--- src/rtl/lfsr_arbiter.sv ---
// Round-robin arbiter that hands out values from one shared 8-bit LFSR, one value per grant.
// Supports runtime reseeding followed by a fixed warm-up that discards the first steps.
module lfsr_arbiter #(
    parameter int N_REQ  = 4,
    parameter int WARMUP = 8
) (
    input  logic             clk,
    input  logic             rst,
    input  logic             seed_load,
    input  logic [7:0]       seed_in,
    input  logic [N_REQ-1:0] req,
    output logic [N_REQ-1:0] gnt,
    output logic [7:0]       rnd_out,
    output logic             rnd_valid,
    output logic             busy
);

    localparam int PW = $clog2(N_REQ);
    localparam int CW = (WARMUP > 1) ? $clog2(WARMUP) : 1;

    typedef enum logic {
        ST_SERVE  = 1'b0,
        ST_WARMUP = 1'b1
    } state_t;

    state_t           state_reg, state_next;
    logic [7:0]       lfsr_reg, lfsr_next;
    logic [PW-1:0]    ptr_reg, ptr_next;
    logic [CW-1:0]    cnt_reg, cnt_next;
    logic [N_REQ-1:0] gnt_reg, gnt_next;
    logic [7:0]       rnd_reg, rnd_next;

    logic [7:0]       lfsr_step;
    logic [7:0]       seed_safe;
    logic [PW-1:0]    cand_idx [N_REQ];
    logic [N_REQ-1:0] cand_hit;
    logic             sel_valid;
    logic [PW-1:0]    sel_idx;
    logic [PW-1:0]    ptr_wrap;

    assign lfsr_step = {lfsr_reg[6:0], lfsr_reg[7] ^ lfsr_reg[5]};
    // An all-zero seed would lock the LFSR, so it is replaced by 1.
    assign seed_safe = (seed_in == 8'h00) ? 8'h01 : seed_in;

    // Candidate gi is the requester gi positions past the pointer, modulo N_REQ.
    generate
        for (genvar gi = 0; gi < N_REQ; gi++) begin : g_cand
            logic [PW:0] sum;
            assign sum          = {1'b0, ptr_reg} + (PW+1)'(gi);
            assign cand_idx[gi] = (sum >= (PW+1)'(N_REQ)) ? PW'(sum - (PW+1)'(N_REQ))
                                                           : sum[PW-1:0];
            assign cand_hit[gi] = req[cand_idx[gi]];
        end
    endgenerate

    // Scan from the far end so the nearest candidate to the pointer wins.
    always_comb begin
        sel_valid = 1'b0;
        sel_idx   = '0;
        for (int i = N_REQ - 1; i >= 0; i--) begin
            if (cand_hit[i]) begin
                sel_valid = 1'b1;
                sel_idx   = cand_idx[i];
            end
        end
    end

    assign ptr_wrap = (sel_idx == PW'(N_REQ - 1)) ? '0 : sel_idx + PW'(1);

    always_comb begin
        state_next = state_reg;
        lfsr_next  = lfsr_reg;
        ptr_next   = ptr_reg;
        cnt_next   = cnt_reg;
        gnt_next   = '0;
        rnd_next   = rnd_reg;
        case (state_reg)
            ST_SERVE: begin
                if (seed_load) begin
                    lfsr_next  = seed_safe;
                    cnt_next   = '0;
                    state_next = ST_WARMUP;
                end else if (sel_valid) begin
                    gnt_next  = N_REQ'(1) << sel_idx;
                    rnd_next  = lfsr_reg;
                    lfsr_next = lfsr_step;
                    ptr_next  = ptr_wrap;
                end
            end
            ST_WARMUP: begin
                if (seed_load) begin
                    lfsr_next = seed_safe;
                    cnt_next  = '0;
                end else begin
                    lfsr_next = lfsr_step;
                    if (cnt_reg == CW'(WARMUP - 1)) begin
                        cnt_next   = '0;
                        state_next = ST_SERVE;
                    end else begin
                        cnt_next = cnt_reg + CW'(1);
                    end
                end
            end
            default: state_next = ST_SERVE;
        endcase
    end

    always_ff @(posedge clk or negedge rst) begin
        if (!rst) begin
            state_reg <= ST_SERVE;
            lfsr_reg  <= 8'h01;
            ptr_reg   <= '0;
            cnt_reg   <= '0;
            gnt_reg   <= '0;
            rnd_reg   <= 8'h00;
        end else begin
            state_reg <= state_next;
            lfsr_reg  <= lfsr_next;
            ptr_reg   <= ptr_next;
            cnt_reg   <= cnt_next;
            gnt_reg   <= gnt_next;
            rnd_reg   <= rnd_next;
        end
    end

    assign gnt       = gnt_reg;
    assign rnd_out   = rnd_reg;
    assign rnd_valid = |gnt_reg;
    assign busy      = (state_reg == ST_WARMUP);

endmodule

--- config.mk ---
export PLATFORM = sky130hd
export DESIGN_NAME = lfsr_arbiter
export DESIGN_NICKNAME = d
export VERILOG_FILES = /design/src/rtl/lfsr_arbiter.sv
export SDC_FILE = /design/constraint.sdc
export NUM_CORES = 1
export LEC_CHECK = 0
export CORE_AREA = 3 3 59 61
export CTS_CLUSTER_SIZE = 24
export DETAILED_ROUTE_END_ITERATION = 10
export DIE_AREA = 0 0 62 64
export GPL_TIMING_DRIVEN = 1
export HOLD_SLACK_MARGIN = 0.06
export PLACE_DENSITY_LB_ADDON = 0.08
export RECOVER_POWER = 25
export SYNTH_ARGS = -nofsm -noshare
export SYNTH_HDL_FRONTEND = slang
export SYNTH_SLANG_ARGS = --single-unit
--- constraint.sdc ---
create_clock -name clk -period 1.5 [get_ports clk]
set_input_delay 0.15 -clock clk [delete_from_list [all_inputs] [get_ports clk]]
set_output_delay 0.15 -clock clk [all_outputs]
set_load 0.02 [all_outputs]
* Word level (Yosys, flattened, before mapping)
Index checks and enable logic that the tools add are counted.
** Word-level totals
- Register bits after elaboration :: 26
- Input port bits :: 15
- Logic and storage cells :: 71
** Cells by class
- Add/sub/neg operators :: 9
- Order comparisons :: 8
- Eq/ne operators :: 4
- Shifts and indexed selects :: 1
- Mux-type cells :: 37
- Bitwise gates (word level) :: 3
- Reduce and logical (&&, ||, !) cells :: 3
** Operators by type and width (count)
- $mux 8 :: 4
- $mux 2 :: 9
- $pmux 8 s2 :: 1
- $lt 2x3->1 const B :: 4
- $mux 4 :: 3
- $mux 1 :: 11
- $ge 3x3->1 const B :: 3
- $mux 3 :: 3
- $bmux 1 s2 :: 4
- $logic_not 8->1 :: 1
- $sub 2x1->2 const B :: 4
- $add 2x2->3 const B :: 2
- $pmux 3 s2 :: 1
- $reduce_or 4->1 :: 1
- $shl 1x2->4 const A :: 1
- $add 2x1->3 const B :: 1
- $add 3x1->3 const B :: 1
- $eq 3x3->1 const B :: 1
- $ge 2x3->1 const B :: 1
- $ne 3x3->1 const B :: 1
- $reduce_and 3->1 :: 1
- $add 2x1->2 const B :: 1
- $eq 2x2->1 const B :: 1
- $ne 2x2->1 const B :: 1
- 3 further kinds :: 4

* Logic depth before layout (Yosys ltp)
Gate-level depths: netlist of the first run.
- Depth after elaboration :: 13
- Gate-level depth with buffers :: 5

* Worst setup path after synthesis of the first run
No wires, ideal clock.
- Kind :: reg2reg
- Start point :: reg ptr_reg[1]
- End point :: reg ptr_reg[1]
- Arrival time :: 1.421 ns
- Required time :: 1.375 ns
- Setup slack :: -0.046 ns
- Stages on the path, launching flop included :: 6
- Clock period less this slack :: 1.546 ns
- Cell sequence :: dfrtp_1 nand2b_1 a21o_2 and2_1 ha_1 mux2_2
** Between the ends
- Word-level cells in the longest chain between the ends :: 11
** RTL lines
- from (decl) :: RTL line 28 : logic [PW-1:0] ptr_reg, ptr_next;
- from (signal assigned) :: RTL line 119 : ptr_reg <= ptr_next;
- $add 2x2->3 :: RTL line 49 : assign sum = {1'b0, ptr_reg} + (PW+1)'(gi);
- $ge 3x3->1 or $sub 2x1->2 (tied branches) :: RTL line 50 : assign cand_idx[gi] = (sum >= (PW+1)'(N_REQ)) ? PW'(sum - (PW+1)'(N_REQ))
- $mux 2 :: RTL line 50
- $bmux 1 s2 :: RTL line 52 : assign cand_hit[gi] = req[cand_idx[gi]];
- $mux 1 (implied by the code) :: RTL line 52
- $mux 2 (3 in a row) :: RTL line 61 : if (cand_hit[i]) begin
- $mux 2 * :: RTL line 61
- $add 2x1->2 or $eq 2x2->1 (tied branches) :: RTL line 68 : assign ptr_wrap = (sel_idx == PW'(N_REQ - 1)) ? '0 : sel_idx + PW'(1);
- $mux 2 * :: RTL line 68
- net ptr_wrap[1] :: RTL line 39 : logic [PW-1:0] ptr_wrap;
The timed path passes the listed nets; every way through them passes the cells marked *. The select of a mux whose other input is x is not followed.
A chain may end at the register's enable or synchronous reset.

* Worst setup path after layout of the first run
Same ends and word-level chain as after synthesis.

==> results.txt, run 1 <==
Port Buffers = 28
Clock slew at the register clock pins of the worst setup and hold paths = 130 ps
First-pass GRT wire length = 4209 um
Ys Warns = 0
Top fanout value on the critical path = 6
Mux share of post-synthesis cell area = 22.82%
GP Congestion = 0.7675
Post-Synth Simple-Gate Area = 14.72%
Final worst-path setup slack = -48.13 ps
Post-Syn Area per Cell = 13.20 sq um
Count leader, synth = dfrtp_1
Post-Synth XOR/XNOR Area = 0.6440%
Synth area leaders = dfrtp_1, mux2_2, mux2_4
Fraction of layout cells with a size suffix above 1 = 36.55%
Static leakage power = 0.0009799 uW
Vias per inst = 4.862
Std-Cell Rows = 20
Max VDD drop = 0.0003571 V
Post-DRT Antenna Nets = 0
Combinational fraction of design power = 26.4%
HP Class = in2async
Max stage delay on crit path = 440 ps
Power share of the clock group = 21.4%
Failing checks = setup timing
Dominant synthesized flop cell = dfrtp_1
Final Cycle Share = 103.2%
Synth area leader = dfrtp_1
Clock Sink Count = 26
Largest net degree at the start of global routing = 27
Clock network latency to the later pin of the worst-skew pair = 310 ps
Core area = 3028 sq um
Post-CTS Setup Inserts = 0
Global route hottest layer = met2
Final Hold Viols = 0
Status = finished with violations
Vias in the first global route = 983
Synth async-reset ratio = 100.0%
Height of the die = 64 um
Die W = 62 um
Power Density = 852.9 nW/um^2
Slowest cell on the critical path = dfrtp_1
Sw frac = 26.63%
Area growth, synth to finish = 37.17%
Synth Instances = 103
Seq pwr share = 52.2%
Total Routed Length = 2466 um
Vias = 919
Rel. slew slack = 57.55%
Synthesized-area fraction occupied by adder cells = 5.520%
Drc violations = 0
Met3 usage = 2.222%
Max-Cap Viols = 0
Average wire per standard cell = 13.05 um
DRT Pass-1 Iters = 2
Reg2Reg Setup Slack = -50 ps
Starting Density = 44.92%
Worst setup EP type = flip-flop
Placed Cells = 185
Met2 global-route usage = 23.06%
Number of synthesized flops with an enable pin = 0
Min Tclk post-route = 1548 ps
Int Pwr = 1167 uW
Post-Place Worst Slack = -381.3 ps
Complex-gate fraction of the synthesized area = 5.612%
Ports = 29
Largest family of logic cells by synthesized area = multiplexers
Setup_tns = -77.64 ps
DIE AREA = 3968 sq um
Total power = 1591 uW
Worst endpoint data arrival time = 1760 ps
Ant. Diodes = 0
Final setup skew = 4.635 ps
Slew of the pin with the lowest slew margin = 636.7 ps
Worst Path Class, Setup = reg2reg
Initial antenna violation count = 0
RSZ-0062 raised after global routing = true
Max Clk Rate = 645.9 MHz
CP required = 1710 ps
Post-synth cell types = 34
Root Driver = clkbuf_4
Nature of the critical path startpoint = flip-flop
Final Max Slew Viols = 0
Post-Synthesis Cell Area = 1360 sq um
Post-synthesis sequential area ratio = 47.93%
HPWL after detailed placement = 1961 um
Met1 usage = 18.02%
Bufs on Longest Clock Path = 2
Critical path cell sequence = a21boi_1 -> o32a_1 -> ha_4 -> mux2_2
Number of DRC markers in iteration 0 = 34
Final setup fails = 2
FF+latch count, synth = 26
CTS H-Tree Depth = 1
Synth cell count leaders = dfrtp_1, mux2_2, mux2_4
CTS Buf Count = 3
# nets final = 167
Sw power = 423.7 uW
Syn nets = 124
Gr usage total = 13.87%
Gr ovfl total = 0
CTS tree = done
Yosys top cell area share = 46.00%
Fin cells = 189
Worst r2r path cells = 4
repair_timing:
action | in CTS | in global routing
gates cloned | 0 | 0
gates resized for setup | 9 | 12
pin swaps | 0 | 2
setup endpoints to repair | 11 | 12
hold buffers | 0 | 0
cells in the final DEF, fill, tap and decap left out, drive strengths merged:
master and instances:
dfstp 1, a21boi 1, nand2b 6, dlygate4sd3 1, dfrtp 25, or4 2
ha 6, o32a 1, clkdlybuf4s50 17, and3b 1, nand2 4, o32ai 1
nand3 1, and2 1, a21oi 3, buf 14, nor2 5, dlymetal6s2s 8
clkbuf 5, and3 4, o21ai 1, inv 1, xor2 1, dlygate4sd2 1
mux2i 1, mux2 24, nor4 2, a21o 1, nor3 2, o2bb2ai 1
nand3b 1, a31oi 2
power by group through the flow:
stage,Combinational (uW),Sequential [uW],Clock [uW]
floorplan,206,867,0
global placement,411,844,0
detailed placement,424,845,0
CTS,430,833,355
global route,461,843,379
finish,420,831,341
critical path, delay by kind of cell (launching register included):
kind	cells	cell delay [ps]
adders and majority gates	1	220
AOI/OAI and AO/OA	2	550
muxes	1	250
DFF	1	440
per-layer routing:
metal,wire length [um],vias up,share of wire (%)
met2,1213,15,49
met5,0,-,0
met1,1127,442,46
met3,104,2,4.2
li1,-,460,-
met4,21,0,0.85
stage by stage:
step	utilization, %	hold slack, ps	area, sq um
after floorplan	-	-145.6	1375
after global placement	59.26	484.8	1794
after detailed placement	59.26	498.6	1794
after CTS	60.62	187.3	1836
after global routing	61.61	418.2	1866
final	61.61	366.2	1866
final cells by class:
type,count,area [sq um]
Fill cell,240,1162
Inverter,1,3.754
Sequential cell,26,653.1
Tap cell,44,55.05
Timing Repair Buffer,42,415.4
Clock buffer,4,36.28
Multi-Input combinational cell,72,701.9
kinds of logic after synthesis:
| kind of cell | Yosys count |
|---|---|
| and+or+nand+nor | 29 |
| DFF | 26 |
| muxes | 25 |
| AOI/OAI and AO/OA | 11 |
| adders and majority gates | 6 |
| buffers and inverters | 5 |
| xor gates and xnor gates | 1 |
path summary, 6_finish.rpt:
path                                    startpoint                       to
max                         ptr_reg[1]$_DFFE_PN0P_   ptr_reg[1]$_DFFE_PN0P_
min                                            rst   rnd_out[1]$_DFFE_PN0P_
max reg2reg                 ptr_reg[1]$_DFFE_PN0P_   ptr_reg[1]$_DFFE_PN0P_
min reg2reg                lfsr_reg[0]$_DFFE_PN1P_  lfsr_reg[0]$_DFFE_PN1P_
max in group asynchronous                      rst           busy$_DFF_PN0_
min in group clk                            req[1]   ptr_reg[0]$_DFFE_PN0P_
No activity file was read; power rests on OpenSTA's default activity.
==> run 2, diff against run 1 <==
--- a/config.mk
+++ b/config.mk
@@ -11,7 +11,7 @@
 export DIE_AREA = 0 0 62 64
 export GPL_TIMING_DRIVEN = 1
 export HOLD_SLACK_MARGIN = 0.06
-export PLACE_DENSITY_LB_ADDON = 0.08
+export PLACE_DENSITY = 0.79
 export RECOVER_POWER = 25
 export SYNTH_ARGS = -nofsm -noshare
 export SYNTH_HDL_FRONTEND = slang
==> results.txt, run 2 (synthesis gave the netlist of run 1 again) <==
Status = finished with violations
Failing checks = setup timing
Post-route cell area = 1874 sq um
Gr ovfl total = 0
Most frequent cells in the layout = dfrtp_1, clkdlybuf4s50_1, buf_4, mux2_2, dlymetal6s2s_1
DIE AREA = 3968 sq um
Max-Cap Viols = 0
Fill cells = 239
Area growth, synth to finish = 37.81%
Commonest non-fill, non-tap cell in the layout = dfrtp_1
Largest net degree at the start of global routing = 27
Height of the die = 64 um
Slew of the pin with the lowest slew margin = 614.2 ps
Metal2 WL = 1431 um
Critical path cell sequence = nand2b_1 -> nor2_2 -> o32a_1 -> ha_4 -> mux2_2
Worst Path Class, Setup = reg2reg
WHS = 356.2 ps
Max Clk Rate = 640.9 MHz
Top fanout value on the critical path = 6
CTS H-Tree Depth = 1
Rel. slew slack = 59.06%
Die W = 62 um
# nets final = 170
Metal1 wirelength = 1071 um
Power Density = 861.4 nW/um^2
Final Cycle Share = 104.0%
Final worst-path setup slack = -60.38 ps
Ports = 29
RSZ-0062 raised after global routing = true
Worst endpoint data arrival time = 1770 ps
First-pass GRT wire length = 4471 um
Max stage delay on crit path = 420 ps
Bufs on Longest Clock Path = 2
Clock slew at the register clock pins of the worst setup and hold paths = 130 ps
Vias = 947
Register Area = 653.1 sq um
CTS Buf Count = 3
Core area = 3028 sq um
Nature of the critical path startpoint = flip-flop
Std-Cell Rows = 20
HPWL after detailed placement = 2096 um
Met3 Wirelength = 109 um
Port Buffers = 28
DRT Pass-1 Iters = 4
Final setup fails = 2
Fraction of layout cells with a size suffix above 1 = 37.16%
Final setup skew = 6.400 ps
Ant. Diodes = 0
Gr usage total = 14.90%
Average wire per standard cell = 13.78 um
Root Driver = clkbuf_4
CTS tree = done
Number of DRC markers in iteration 0 = 11
Placed cell areas = 1797 sq um
Vias in the first global route = 1028
Worst setup EP type = flip-flop
Area used by multi-input combinational logic = 698.2 sq um
Total Routed Length = 2646 um
Clock network latency to the later pin of the worst-skew pair = 310 ps
Fin cells = 192
Drc violations = 0
Slowest cell on the critical path = dfrtp_1
Post-DRT Antenna Nets = 0
Max VDD drop = 0.0008251 V
Total power = 1614 uW
Initial antenna violation count = 0
CP required = 1710 ps
Min Tclk post-route = 1560 ps
Vias per inst = 4.932
HP Class = in2async
Placed Cells = 187
Final Max Slew Viols = 0
Final Hold Viols = 0
Clock Sink Count = 26
Static leakage power = 0.001019 uW
Top sig layer = met4
GP Congestion = 0.7657
Starting Density = 44.92%
-- run 2: cell count changes in the layout (fill, tap and decap cells not counted) --
| cell | delta |
|---|---|
| nand2_1 | +1 |
| or4_4 | -1 |
| nand2_2 | -1 |
| or4_1 | +1 |
| clkdlybuf4s50_1 | -1 |
| nor2_1 | -1 |
| buf_4 | +4 |
| dlymetal6s2s_1 | +1 |
| nor2_2 | +1 |
| buf_12 | -1 |
-- run 2: layer usage --
layer / GRT usage [%] / vias to the layer above
met3: 4.040 / 4
met2: 26.55 / 23
li1: - / 465
met5: 0 / -
met4: 3.979 / 0
met1: 16.73 / 455
-- run 2: what timing repair did --
item	CTS	global route
endpoints found under the setup margin	5	14
pin swaps	0	1
buffers inserted	0	1
hold buffers	0	0
resized for setup	8	13
-- run 2: critical path: cells and delay by family (launching register included) --
kind / cells / cell delay, ps
adder cells (fa/ha/maj): 1 / 220
AO/OA/AOI/OAI: 1 / 340
multiplexers: 1 / 250
flip-flops: 1 / 420
AND/OR/NAND/NOR: 2 / 230
-- run 2: worst paths after layout --
kind	slack, ps	to	startpoint	cells after the start
min in group clk	520	lfsr_reg[0]$_DFFE_PN1P_	lfsr_reg[0]$_DFFE_PN1P_	2
hold reg to reg	520	lfsr_reg[0]$_DFFE_PN1P_	lfsr_reg[0]$_DFFE_PN1P_	2
hold / removal	360	cnt_reg[2]$_DFFE_PN0P_	rst	2
setup / recovery	-60	ptr_reg[1]$_DFFE_PN0P_	ptr_reg[1]$_DFFE_PN0P_	5
max in group asynchronous	710	busy$_DFF_PN0_	rst	2
setup reg to reg	-60	ptr_reg[1]$_DFFE_PN0P_	ptr_reg[1]$_DFFE_PN0P_	5
-- run 2: power by group --
group | internal (uW) | switching (uW) | leakage [uW]
combinational | 256 | 185 | 0.000667
clock | 148 | 194 | 0.0000210
sequential | 776 | 54.6 | 0.000330
-- run 2: cell type report --
| class | instances | area share [%] |
|---|---|---|
| Timing Repair Buffer | 45 | 22.83 |
| Tap cell | 44 | 2.937 |
| Clock buffer | 4 | 1.936 |
| Multi-Input combinational cell | 72 | 37.25 |
| Inverter | 1 | 0.2003 |
| Sequential cell | 26 | 34.85 |
-- run 2: per-stage QoR --
step,worst slack (ps),utilization [%],setup TNS [ps]
2_1_floorplan,3.721,-,0
3_3_place_gp,-322.2,59.34,-5353
3_5_place_dp,-369.3,59.34,-5928
4_1_cts,-68.29,60.50,-120.3
5_1_grt,-119.0,61.90,-282.3
6_report,-60.38,61.90,-96.02
==> patch 1: new RTL, config.mk and constraints of run 2 <==
Set the parameter `N_REQ` to 2 (it was 4).
--- a/src/rtl/lfsr_arbiter.sv
+++ b/src/rtl/lfsr_arbiter.sv
@@ -1,7 +1,7 @@
 // Round-robin arbiter that hands out values from one shared 8-bit LFSR, one value per grant.
 // Supports runtime reseeding followed by a fixed warm-up that discards the first steps.
 module lfsr_arbiter #(
-    parameter int N_REQ  = 4,
+    parameter int N_REQ  = 2,
     parameter int WARMUP = 8
 ) (
     input  logic             clk,
Interface: changed (resized gnt and req); port bits go from 29 to 25. No check against the original RTL was run, so the function may have changed too.
==> patch 1 against run 2 <==
- setup slack gained 0.12 ns
- highest routed layer unchanged
- cell area shrank 23%
- critical path type is now register to output port
- non-clock buffer count fell by 13
- area after synthesis down 24%
- global-route usage is 3.4 points lower
- routed wire length fell by 24%
- utilization fell by 14 points
- sequential cell count shrank 3
- total power decreased by 22%
- register-to-register slack gained 0.18 ns
- count of clock-buffer cells in the layout down 1
==> patch 1: results (changes against run 2) <==
Global route
  • Met1 capacity usage during global routing: 0.131 (-0.0367)
  • Global-route wire length before repair: 3360 um (-25%)
  • Global Route Usage Sum: 0.115 (-0.0344)
  • Met2 Use GR: 0.194 (-0.0712)
  • Maximum number of pins on one net before global-route repair: 24 (-11%)
  • Via count of the first global-routing pass: 781 (-24%)
  • Met3 Resource Use GR: 0.0182 (-0.0222)

Setup path
  • Delay-heaviest family, CP: buffers and inverters
  • Worst setup EP type: output port
  • CP arrival: 1.29 ns (-0.48 ns)
  • Beginning of the worst register-to-register path: cnt_reg[0]
  • Timing endpoint of the critical path: rnd_out[6]
  • Slack of the worst reg-to-reg path: 0.12 ns (+0.18 ns)
  • Peak per-stage delay on the critical path: 0.60 ns (+0.18 ns)
  • Worst reg2reg path endpoint: cnt_reg[0]
  • Slowest library cell on the worst path: clkdlybuf4s50_1
  • Launching element of the worst setup path: rnd_out[6]
  • Largest fanout on the critical path: 2 (-4)

Cells and area
  • Number of standard cells in the layout, taps in and fillers out: 161 (-16%)
  • Count of nets after finishing: 133 (-22%)
  • Number of fill cells in the layout: 271 (+13%)
  • Layout cell share with drive strength beyond 1: 0.231 (-0.141)

Synth
  • Post-synthesis sequential area ratio: 0.555 (+0.0755)
  • Async set-or-reset flop fraction in the synthesized netlist: 1.00 (unchanged)
  • Mean Syn Cell Area: 12.2 um^2 (-7.4%)
  • Largest cells by area after synthesis: dfrtp_1, mux2_2, mux2i_1
  • Synth cell count leaders: dfrtp_1, mux2_2, mux2i_1, nand2_1, o21ai_0
  • Post-synthesis cell type count: 23 (-32%)

Drt
  • Detailed Routing Iterations Pass 1: 3 (-1)
  • Via count of the routed design: 755 (-20%)
  • First DRT Iteration DRCs: 28 (+17)

Job
  • Maxcap violations: 0 (unchanged)

STA
  • Clk_skew: 0.0120 ns (+0.00557 ns)
  • Worst-case headroom to the max-slew limit: 0.631 (+0.0409)
  • Max Freq: 692 MHz (+8.0%)
  • Min Hold Slack: 0.326 ns (-0.0298 ns)

Placement
  • IO buf count: 24 (-14%)
  • Placer congestion estimate: 0.790 (+3.2%)

Power
  • Worst voltage drop across the vdd grid: 0.271 mV (-67%)
  • Leakage power: 0.669 nW (-34%)

CTS
  • Buffer cell driving the clock tree root: clkbuf_4

Status
  • Status: finished clean
[patch 1: cell count changes after synthesis, moves of 3 or more]
cell	run 2	this run
and3_1	4	0
mux2_2	14	9
o21ai_0	1	8
dfrtp_1	25	22
nand2_1	3	8
ha_1	6	2
buf_2	0	3
mux2_4	8	0
mux2i_1	1	8
[patch 1: metrics by stage]
stage	instance area [um^2]	total power (W)
after floorplan	1040	0.000846
after global placement	1410	0.000975
after detailed placement	1410	0.000985
after CTS	1440	0.00127
after global routing	1440	0.00132
final	1440	0.00125
[patch 1: layout make-up]
type | count | share of cell area
Clock buffer | 3 | 0.0156
Clock inverter | 1 | 0.00348
Inverter | 2 | 0.00521
Multi-Input combinational cell | 56 | 0.301
Sequential cell | 23 | 0.401
Tap cell | 44 | 0.0382
Timing Repair Buffer | 32 | 0.235
[patch 1: cell families after synthesis]
| group | Yosys count | share of synthesized area |
|---|---|---|
| flops | 23 | 0.555 |
| compound gates | 13 | 0.0770 |
| simple gates | 23 | 0.132 |
| mux | 17 | 0.174 |
| fa+ha+maj | 2 | 0.0241 |
| buf+inv | 6 | 0.0289 |
| xor+xnor | 1 | 0.00843 |
[patch 1: metal layers]
| metal | vias up | share of wire |
|---|---|---|
| li1 | 362 | - |
| met3 | 5 | 0.038 |
| met4 | 0 | 0.028 |
| met2 | 16 | 0.51 |
| met5 | - | 0 |
| met1 | 372 | 0.43 |
[patch 1: what timing repair did]
| action | in CTS | in global routing |
|---|---|---|
| hold buffers | 0 | 0 |
| gates resized for setup | 3 | 3 |
| pin swaps | 0 | 0 |
| endpoints found under the setup margin | 2 | 3 |
[patch 1: where the power goes]
group          internal, W  switching (W)
Sequential        0.000684      0.0000418
Combinational     0.000131       0.000108
Clock            0.0000998       0.000188
Total             0.000914       0.000338
==> patch 2: new RTL, config.mk and constraints of run 2 <==
Without the edit above. Reset style: synchronous (`rst`), changed in one clocked block.
--- a/src/rtl/lfsr_arbiter.sv
+++ b/src/rtl/lfsr_arbiter.sv
@@ -105,7 +105,7 @@
         endcase
     end
 
-    always_ff @(posedge clk or negedge rst) begin
+    always_ff @(posedge clk) begin
         if (!rst) begin
             state_reg <= ST_SERVE;
             lfsr_reg  <= 8'h01;
Formal check against the unedited RTL: differs if rst is asserted again (counterexample within 4 cycles, from zero or initial values and one cycle with rst low); with rst held inactive, the same outputs for 10 cycles.
==> patch 2 against run 2 <==
- clock power fell by 21%
- sequential share of layout area fell by 2.8 points
- sequential cell count did not move
- hold slack improved by 0.11 ns
- die area did not move
- synthesized cell count rose by 25%
- total power fell by 18%
- setup slack improved by 0.12 ns
- routed wire length fell by 2.2%
- cell area fell by 13%
- fmax rose by 8.1%
- count of clock-buffer cells in the layout fell by 1
- area after synthesis fell by 8.3%
- clock skew fell by 0.0043 ns
- critical path type is now register to output port
- largest power group unchanged
==> patch 2: results (changes against run 2) <==
Drt
  • Aggregate routed wire length: 2590 um (-2.2%)
  • Vias per inst: 5.04 (+2.3%)
  • Detailed Routing Iterations Pass 1: 4 (unchanged)
  • First DRT Iteration DRCs: 20 (+9)

Setup path
  • Peak per-stage delay on the critical path: 0.50 ns (+0.08 ns)
  • Worst r2r path cells: 4 (-1)
  • Delay-heaviest family, CP: simple AND/OR/NAND/NOR gates
  • Slack of the worst reg-to-reg path: 0.22 ns (+0.28 ns)
  • Timing endpoint of the critical path: rnd_valid
  • Launching element of the worst setup path: gnt[1]
  • Slowest library cell on the worst path: or4_1
  • CP arrival: 1.29 ns (-0.48 ns)
  • Beginning of the worst register-to-register path: ptr_reg[1]
  • Worst reg2reg path endpoint: ptr_reg[1]
  • Largest fanout on the critical path: 2 (-4)

Synth
  • Number of nets produced by synthesis: 146 (+18%)
  • Synth cell count leaders: dfxtp_1, nand2_1, mux2i_1, nand2_2
  • Post-synthesis sequential area ratio: 0.417 (-0.0620)
  • Number of synthesis warnings: 0 (unchanged)
  • Post-synthesis cell type count: 35 (+2.9%)
  • Async set-or-reset flop fraction in the synthesized netlist: 0 (-1.00)
  • Largest cells by area after synthesis: dfxtp_1, mux2i_1, a21boi_2

CTS
  • Clock edge transition at the registers on the reported setup and hold paths: 0.12 ns
  • Buffer cell driving the clock tree root: clkbuf_4
  • Worst-Skew Late Latency: 0.30 ns
  • Clock buffer count from CTS: 3 (unchanged)
  • Max Root-Sink Buffers: 2 (unchanged)
  • # H-tree levels: 1 (unchanged)

Cells and area
  • Count of nets after finishing: 181 (+6.5%)
  • Antenna Diode Count: 0 (unchanged)
  • Layout cell share with drive strength beyond 1: 0.210 (-0.162)
  • Number of fill cells in the layout: 289 (+21%)

STA
  • Clk_skew: 0.00211 ns (-0.00429 ns)
  • Worst-case headroom to the max-slew limit: 0.811 (+0.220)

Worst hold path
  • Launch point of the worst hold path: rnd_out[1]
  • Hold depth: 2
  • Worst hold-check path type: register to register
  • Hold EP: rnd_out[1]

Power
  • Leakage power: 0.698 nW (-31%)
  • Internal: 0.000971 W (-18%)
  • Worst voltage drop across the vdd grid: 0.471 mV (-43%)
  • Comb power: 0.000286 W (-35%)
  • Power in the clock group: 0.000269 W (-21%)
  • Total Power Consumption: 0.00132 W (-18%)

Global route
  • Global Route Usage Sum: 0.138 (-0.0109)
  • Maximum number of pins on one net before global-route repair: 19 (-30%)
  • Via count of the first global-routing pass: 1030 (+0.19%)
  • Antenna violations before repair: 0 (unchanged)
  • Global-route wire length before repair: 4240 um (-5.1%)

Placement
  • IO buf count: 28 (unchanged)
  • Placer congestion estimate: 0.846 (+10%)
  • DPL Wire Length: 2050 um (-2.2%)

Status
  • Status: finished clean
==> patch 2: cell count changes after synthesis, moves of 9 or more <==
cell / change
mux2i_1: +9
dfrtp_1: -25
nand2_1: +15
dfxtp_1: +26
mux2_2: -14
nand2_2: +9
==> patch 2: kinds of logic (layout without fill, tap and decap cells) <==
family	after synthesis	in the layout	share of synthesized area
AO/OA/AOI/OAI	29	29	0.208
XOR/XNOR	1	1	0.00702
adder cells (fa/ha/maj)	2	2	0.0201
buffers and inverters	9	42	0.0411
flip-flops	26	26	0.417
multiplexers	10	10	0.0802
AND/OR/NAND/NOR	52	52	0.227
==> patch 2: final cells by class <==
cell class / instances / share of cell area
Multi-Input combinational cell: 94 / 0.419
Sequential cell: 26 / 0.321
Timing Repair Buffer: 36 / 0.205
Tap cell: 44 / 0.0338
Clock buffer: 3 / 0.0138
Inverter: 3 / 0.00692
==> patch 2: metrics by stage <==
| stage | cells | setup slack [ns] | cell area (um^2) | hold slack (ns) | TNS [ns] |
|---|---|---|---|---|---|
| after detailed placement | 203 | -0.162 | 1620 | 0.450 | -2.94 |
| final | 206 | 0.0566 | 1630 | 0.466 | 0 |
| after global routing | 206 | 0.000124 | 1630 | 0.488 | 0 |
| after global placement | 203 | -0.140 | 1620 | 0.448 | -2.58 |
| after floorplan | 129 | 0.286 | 1250 | 0.331 | 0 |
| after CTS | 206 | 0.0273 | 1630 | 0.468 | 0 |
==> patch 2: what timing repair did <==
action / in CTS / in global routing
setup endpoints to repair: 2 / 4
endpoints found under the hold margin: 0 / 0
resized for setup: 5 / 4
hold buffers: 0 / 0
buffers inserted: 0 / 0
==> patch 2: per-layer routing <==
metal,up-vias,GRT usage,routed length (um)
li1,520,-,-
met2,29,0.240,1330
met4,0,0.0504,53
met3,4,0.0343,144
met5,-,0,0
met1,486,0.156,1060
